[src/rtl/stream_mux_arb_pkg.sv]
// Shared definitions for the stream multiplexer: mode encoding and a width helper.
package mux_pkg;

  typedef enum logic {
    MODE_SEL = 1'b0,
    MODE_RR  = 1'b1
  } mode_e;

  // Index width for n items, never less than one bit.
  function automatic int unsigned clog2(input int unsigned n);
    int unsigned r;
    r = 0;
    while ((32'd1 << r) < n) r++;
    return (r == 0) ? 1 : r;
  endfunction

endpackage

[src/rtl/stream_mux_arb_if.sv]
// Handshake bundle between N producers, the mux, and the shared consumer.
interface stream_mux_arb_if
  import mux_pkg::*;
#(
  parameter int unsigned NUM_CH = 4,
  parameter int unsigned DATA_W = 8
);
  localparam int unsigned SEL_W = clog2(NUM_CH);

  logic                       i_Mode;
  logic [SEL_W-1:0]           i_Select;
  logic [NUM_CH-1:0]          i_Valid;
  logic [NUM_CH-1:0]          i_Last;
  logic [NUM_CH*DATA_W-1:0]   i_Data;
  logic [NUM_CH-1:0]          o_Ready;
  logic                       o_Valid;
  logic [DATA_W-1:0]          o_Data;
  logic                       o_Last;
  logic [SEL_W-1:0]           o_Channel;
  logic                       i_Ready;

  modport slave (
    input  i_Mode, i_Select, i_Valid, i_Last, i_Data, i_Ready,
    output o_Ready, o_Valid, o_Data, o_Last, o_Channel
  );

  modport master (
    output i_Mode, i_Select, i_Valid, i_Last, i_Data, i_Ready,
    input  o_Ready, o_Valid, o_Data, o_Last, o_Channel
  );

endinterface

[src/rtl/stream_mux_arb_rr_arbiter.sv]
// Combinational round-robin arbiter: first request searching upward from ptr+1, wrapping.
module rr_arbiter
  import mux_pkg::*;
#(
  parameter int unsigned NUM_CH = 4
)(
  input  logic [NUM_CH-1:0]          req,
  input  logic [clog2(NUM_CH)-1:0]   ptr,
  output logic [NUM_CH-1:0]          grant,
  output logic [clog2(NUM_CH)-1:0]   idx,
  output logic                       any
);
  localparam int unsigned SEL_W = clog2(NUM_CH);

  logic [SEL_W-1:0] c;

  always_comb begin
    grant = '0;
    idx   = '0;
    any   = 1'b0;
    c     = '0;
    for (int unsigned off = 1; off <= NUM_CH; off++) begin
      c = SEL_W'((32'(ptr) + off) % NUM_CH);
      if (!any && req[c]) begin
        any      = 1'b1;
        idx      = c;
        grant[c] = 1'b1;
      end
    end
  end

endmodule

[src/rtl/stream_mux_arb.sv]
// N-channel packet-aware stream mux with explicit-select or round-robin grant and a
// single registered output stage.
module stream_mux_arb
  import mux_pkg::*;
#(
  parameter int unsigned NUM_CH = 4,
  parameter int unsigned DATA_W = 8
)(
  input  logic             i_Clk,
  input  logic             i_Rst,
  stream_mux_arb_if.slave  bus
);
  localparam int unsigned SEL_W = clog2(NUM_CH);

  logic                    lock;
  logic [SEL_W-1:0]        lock_ch;
  logic [SEL_W-1:0]        ptr;

  logic [NUM_CH-1:0]       rr_grant;
  logic [SEL_W-1:0]        rr_idx;
  logic                    rr_any;

  logic [(1<<SEL_W)-1:0]   sel_ok;
  logic [SEL_W-1:0]        cand;
  logic                    cand_ok;
  logic                    out_free;
  logic [NUM_CH-1:0]       ready;
  logic [DATA_W-1:0]       sel_data;
  logic                    sel_last;

  rr_arbiter #(.NUM_CH(NUM_CH)) u_rr_arbiter (
    .req   (bus.i_Valid),
    .ptr   (ptr),
    .grant (rr_grant),
    .idx   (rr_idx),
    .any   (rr_any)
  );

  // Select codes beyond the channel count never grant.
  for (genvar i = 0; i < (1 << SEL_W); i++) begin : g_sel_ok
    assign sel_ok[i] = (i < NUM_CH);
  end

  assign out_free = !bus.o_Valid || bus.i_Ready;

  always_comb begin
    cand    = '0;
    cand_ok = 1'b0;
    if (lock) begin
      cand    = lock_ch;
      cand_ok = 1'b1;
    end else if (bus.i_Mode == MODE_SEL) begin
      cand    = bus.i_Select;
      cand_ok = sel_ok[bus.i_Select];
    end else begin
      cand    = rr_idx;
      cand_ok = rr_any;
    end
  end

  always_comb begin
    ready    = '0;
    sel_data = '0;
    sel_last = 1'b0;
    for (int unsigned k = 0; k < NUM_CH; k++) begin
      if (SEL_W'(k) == cand) begin
        sel_data = bus.i_Data[k*DATA_W +: DATA_W];
        sel_last = bus.i_Last[k];
        ready[k] = cand_ok && out_free && bus.i_Valid[k];
      end
    end
    // Unlocked round-robin: the arbiter grant already implies a valid request.
    if (!lock && bus.i_Mode == MODE_RR)
      ready = out_free ? rr_grant : '0;
  end

  assign bus.o_Ready = ready;

  always_ff @(posedge i_Clk) begin
    if (i_Rst) begin
      bus.o_Valid   <= 1'b0;
      bus.o_Data    <= '0;
      bus.o_Last    <= 1'b0;
      bus.o_Channel <= '0;
      lock          <= 1'b0;
      lock_ch       <= '0;
      ptr           <= SEL_W'(NUM_CH - 1);
    end else if (out_free) begin
      if (|ready) begin
        bus.o_Valid   <= 1'b1;
        bus.o_Data    <= sel_data;
        bus.o_Last    <= sel_last;
        bus.o_Channel <= cand;
        if (!sel_last) begin
          lock    <= 1'b1;
          lock_ch <= cand;
        end else begin
          lock <= 1'b0;
          if (bus.i_Mode == MODE_RR)
            ptr <= cand;
        end
      end else begin
        bus.o_Valid <= 1'b0;
      end
    end
  end

endmodule

[src/flat_wrapper.sv]
// flat-port wrapper written by rule: the top's interface ports become plain ports
module stream_mux_arb_flat import mux_pkg::*;
#(
  parameter int unsigned NUM_CH = 4,
  parameter int unsigned DATA_W = 8
)
  (i_Clk, i_Rst, bus_i_Mode, bus_i_Select, bus_i_Valid, bus_i_Last, bus_i_Data, bus_i_Ready, bus_o_Ready, bus_o_Valid, bus_o_Data, bus_o_Last, bus_o_Channel);
  stream_mux_arb_if #(.NUM_CH(NUM_CH), .DATA_W(DATA_W)) bus_i ();
  input  logic i_Clk;
  input  logic i_Rst;
  input wire logic [$bits(bus_i.i_Mode)-1:0] bus_i_Mode;
  input wire logic [$bits(bus_i.i_Select)-1:0] bus_i_Select;
  input wire logic [$bits(bus_i.i_Valid)-1:0] bus_i_Valid;
  input wire logic [$bits(bus_i.i_Last)-1:0] bus_i_Last;
  input wire logic [$bits(bus_i.i_Data)-1:0] bus_i_Data;
  input wire logic [$bits(bus_i.i_Ready)-1:0] bus_i_Ready;
  output wire logic [$bits(bus_i.o_Ready)-1:0] bus_o_Ready;
  output wire logic [$bits(bus_i.o_Valid)-1:0] bus_o_Valid;
  output wire logic [$bits(bus_i.o_Data)-1:0] bus_o_Data;
  output wire logic [$bits(bus_i.o_Last)-1:0] bus_o_Last;
  output wire logic [$bits(bus_i.o_Channel)-1:0] bus_o_Channel;
  assign bus_i.i_Mode = bus_i_Mode;
  assign bus_i.i_Select = bus_i_Select;
  assign bus_i.i_Valid = bus_i_Valid;
  assign bus_i.i_Last = bus_i_Last;
  assign bus_i.i_Data = bus_i_Data;
  assign bus_i.i_Ready = bus_i_Ready;
  assign bus_o_Ready = bus_i.o_Ready;
  assign bus_o_Valid = bus_i.o_Valid;
  assign bus_o_Data = bus_i.o_Data;
  assign bus_o_Last = bus_i.o_Last;
  assign bus_o_Channel = bus_i.o_Channel;
  stream_mux_arb #(.NUM_CH(NUM_CH), .DATA_W(DATA_W)) u_core (.i_Clk(i_Clk), .i_Rst(i_Rst), .bus(bus_i));
endmodule
[config.mk]
export PLATFORM = sky130hd
export DESIGN_NAME = stream_mux_arb_flat
export DESIGN_NICKNAME = d
export VERILOG_FILES = /design/src/rtl/stream_mux_arb_pkg.sv /design/src/rtl/stream_mux_arb_if.sv /design/src/rtl/stream_mux_arb_rr_arbiter.sv /design/src/rtl/stream_mux_arb.sv /design/src/flat_wrapper.sv
export SDC_FILE = /design/constraint.sdc
export NUM_CORES = 1
export LEC_CHECK = 0
export BUFFER_PORTS_ARGS = -buffer_cell sky130_fd_sc_hd__buf_2
export CAP_MARGIN = 20
export CORE_MARGIN = 4
export CORE_UTILIZATION = 25
export CTS_CLUSTER_SIZE = 12
export DETAILED_ROUTE_END_ITERATION = 10
export HOLD_SLACK_MARGIN = 0.1
export PLACE_DENSITY = 0.56
export SYNTH_ARGS = -nofsm -noshare
export SYNTH_HDL_FRONTEND = slang
export SYNTH_SLANG_ARGS = --single-unit
[constraint.sdc]
create_clock -name i_Clk -period 4.59 [get_ports i_Clk]
set_input_delay 1.377 -clock i_Clk [delete_from_list [all_inputs] [get_ports i_Clk]]
set_output_delay 1.377 -clock i_Clk [all_outputs]
set_load 0.005 [all_outputs]
==> metrics.txt <==
Crit Path Class=in -> out; clock-pin slew on the worst setup and hold paths=0.06 ns; crit path DAT=3.16 ns; GRT Overall Usage=a little under an eighth; Max VDD drop=0.000155 V; Cell Area, Placed=around 2400 um^2; DP HPWL=4.44 mm; Core ar.=just over 7000 um^2; initial core utilization=between 20% and 30%; Final Cycle Share=between 90 and 100%; status=completed; DRT Wirelength=5.53 mm; layout cell share with drive strength beyond 1=45.6%; Layout Nets=349; first-pass GRT wire length=8.74 mm; Synth top area share=18.2%; Hold-fix buffers, CTS=0; Skew-Pair Late Insertion Delay=0.25 ns; crit path buf inv count=4; Crit path largest cell delay=0.47 ns; wire per inst=~14 um; die area=8910 um^2; Worst path most repeated cell=buf_6; root buf cell=clkbuf_8; Design Area, Final=2510 um^2; clock sink total=17; leakage dissipation=between 1 and 1.5 nW; die width=94.4 um; max-cap violation count=0; Ports=62; syn avg cell area=8.45 um^2; FILL cells=769; GPL Wtd Cong=0.806; Max-slew headroom=between 60% and 70%; final worst slack=0.0545 ns; final setup fails=0; syn nets=approximately 280; Post-Synthesis Cell Area=between 1500 and 2000 um^2; FMAX=around 220 MHz; ANT cells=0; Post-DRT Antenna Nets=0; most common cell after layout, fill and taps aside=buf_2; Syn. warnings=0; area leader, netlist=dfxtp_1; Site Rows=31; vias per inst=4.91; Startpoint Class=input port; WP data required=3.21 ns; P&R area growth vs syn=34.3%; Final min period=4.54 ns; ranking of synthesized cells by area=dfxtp_1 (18%), nand3_1 (7.5%), o221ai_2 (5.6%), ha_1 (5.4%), mux2_4 (4.8%); total negative slack=0 ns; worst hold path type=reg -> reg; number of CTS-inserted buffers=3; vias in the first global route=1,844; total gr overflow=0; CTS tree=yes; Syn Inst Count=221; Synth cell types=54; hold_ws=0.461 ns; H-tree levels=1; Die Ht=about 94 um; antenna violations before repair=1; most frequent cells in the layout=buf_2 (59), nand3_1 (28), buf_4 (25); final hold vios=0; worst slack, placed=0.00461 ns; slowest CP cell=a2111oi_4; drt first-iter violations=103; Synth Register Bits=17; Worst Skew=roughly 0.0031 ns; worst-path fanout max=4; Vias=1,929; DP Cell Count=387; fin cells=393; cell family with most CP delay=compound AO/OA/AOI/OAI gates; 1st-pass router iterations=4; final-report max-slew violation count=0; largest net degree at the start of global routing=20; CP endpoint kind=output port; # DRC=0; PwrDens=roughly 550 nW/um^2; clock buffer depth=2; critical path, cell by cell=buf_6 -> or3b_4 -> a2111oi_4 -> o32ai_4 -> o21ai_4 -> buf_6 -> a2bb2oi_4 -> inv_1 -> buf_2; Worst-Margin Slew=0.536 ns; Port Buffers=approximately 60; sequential share of the synthesized area=18.2%
[stage by stage]
step | util (%) | power [W]
2_1_floorplan | - | 0.000973
3_3_place_gp | 32.7 | 0.00124
3_5_place_dp | 32.7 | 0.00125
4_1_cts | 33.5 | 0.00137
5_1_grt | 34.6 | 0.00151
6_report | 34.6 | 0.00139
[worst register-to-register path, stage by stage (launching register included)]
cell and delay (ns):
dfxtp_1 0.33, inv_1 0.10, ha_1 0.43, or3b_2 0.48, a21oi_1 0.21, o211ai_1 0.13, and3_2 0.25, nor2_4 0.11
buf_4 0.27, o211a_1 0.50, a21oi_2 0.14, mux2i_1 0.14
[final timing paths]
path / start / endpoint / slack (ns) / cells after the start
worst max-delay path: bus_i_Valid[2] / bus_o_Ready[2] / 0.05 / 9
worst min-delay path: u_core.bus.o_Data[3]$_SDFFE_PP0P_ / u_core.bus.o_Data[3]$_SDFFE_PP0P_ / 0.46 / 2
worst max register to register: u_core.ptr[1]$_SDFFE_PP1P_ / u_core.lock_ch[0]$_SDFFE_PP0P_ / 1.41 / 11
worst min register to register: u_core.bus.o_Data[3]$_SDFFE_PP0P_ / u_core.bus.o_Data[3]$_SDFFE_PP0P_ / 0.46 / 2
[routing by layer]
metal / routed length, um / track usage, % / share of wire, % / up-vias
li1: - / - / - / 976
met3: 208 / 2.39 / 3.8 / 6
met2: 2840 / 20.4 / 51 / 31
met5: 7 / 0 / 0.13 / -
met1: 2410 / 15.6 / 44 / 914
met4: 63 / 2.53 / 1.1 / 2
[Yosys cell counts (all sizes together)]
| cell type | count |
|---|---|
| nand3 | 28 |
| a21oi | 19 |
| nand2 | 18 |
| o21ai | 18 |
| dfxtp | 17 |
| buf | 14 |
| nor2 | 14 |
| mux2 | 10 |
| ha | 8 |
| o221ai | 8 |
| inv | 7 |
| clkbuf | 6 |
| mux2i | 6 |
| nand2b | 4 |
| nand3b | 4 |
| or3b | 4 |
| a221o | 3 |
| mux4 | 3 |
| nor3 | 3 |
| o211ai | 3 |
| a2111oi | 2 |
| a211oi | 2 |
| a31o | 2 |
| a31oi | 2 |
| o21a | 2 |
| a22oi | 1 |
| a2bb2oi | 1 |
| a32oi | 1 |
| and3 | 1 |
| nand4 | 1 |
| nor2b | 1 |
| nor3b | 1 |
| o2111ai | 1 |
| o211a | 1 |
| o311a | 1 |
| o311ai | 1 |
| o31ai | 1 |
| o32ai | 1 |
| or2 | 1 |
[power breakdown]
group,internal (W),switching [W]
combinational,0.000471,0.000552
sequential,0.000216,0.0000395
clock,0.0000615,0.0000481
total,0.000748,0.000640
[registers in the layout, summed over array words and instances (netlist names)]
name and cells:
u_core.bus.o_Channel 2, u_core.bus.o_Data 8, u_core.bus.o_Last 1, u_core.bus.o_Valid 1, u_core.lock 1, u_core.lock_ch 2
u_core.ptr 2
[cell type report]
class	count	area (um^2)	share of cell area [%]
clock buffers	4	45.0	1.80
inverters	7	26.3	1.05
well taps	99	124	4.94
multi-input cells	177	1430	57.1
flip-flops and latches	17	340	13.6
repair buffers	89	539	21.5
[what timing repair did]
action                                  CTS  global route
pin swaps                                 0             7
buffers inserted                          0             2
gates resized for setup                   1            14
endpoints found under the setup margin    1             4
[cells by family after synthesis]
family          Yosys count  synth area share (%)
mux                      19                  14.1
fa+ha+maj                 8                  5.36
flops                    17                  18.2
buf+inv                  27                  7.77
simple gates             80                  22.0
compound gates           70                  32.6
Note: power is estimated with default switching activity, not from simulation.
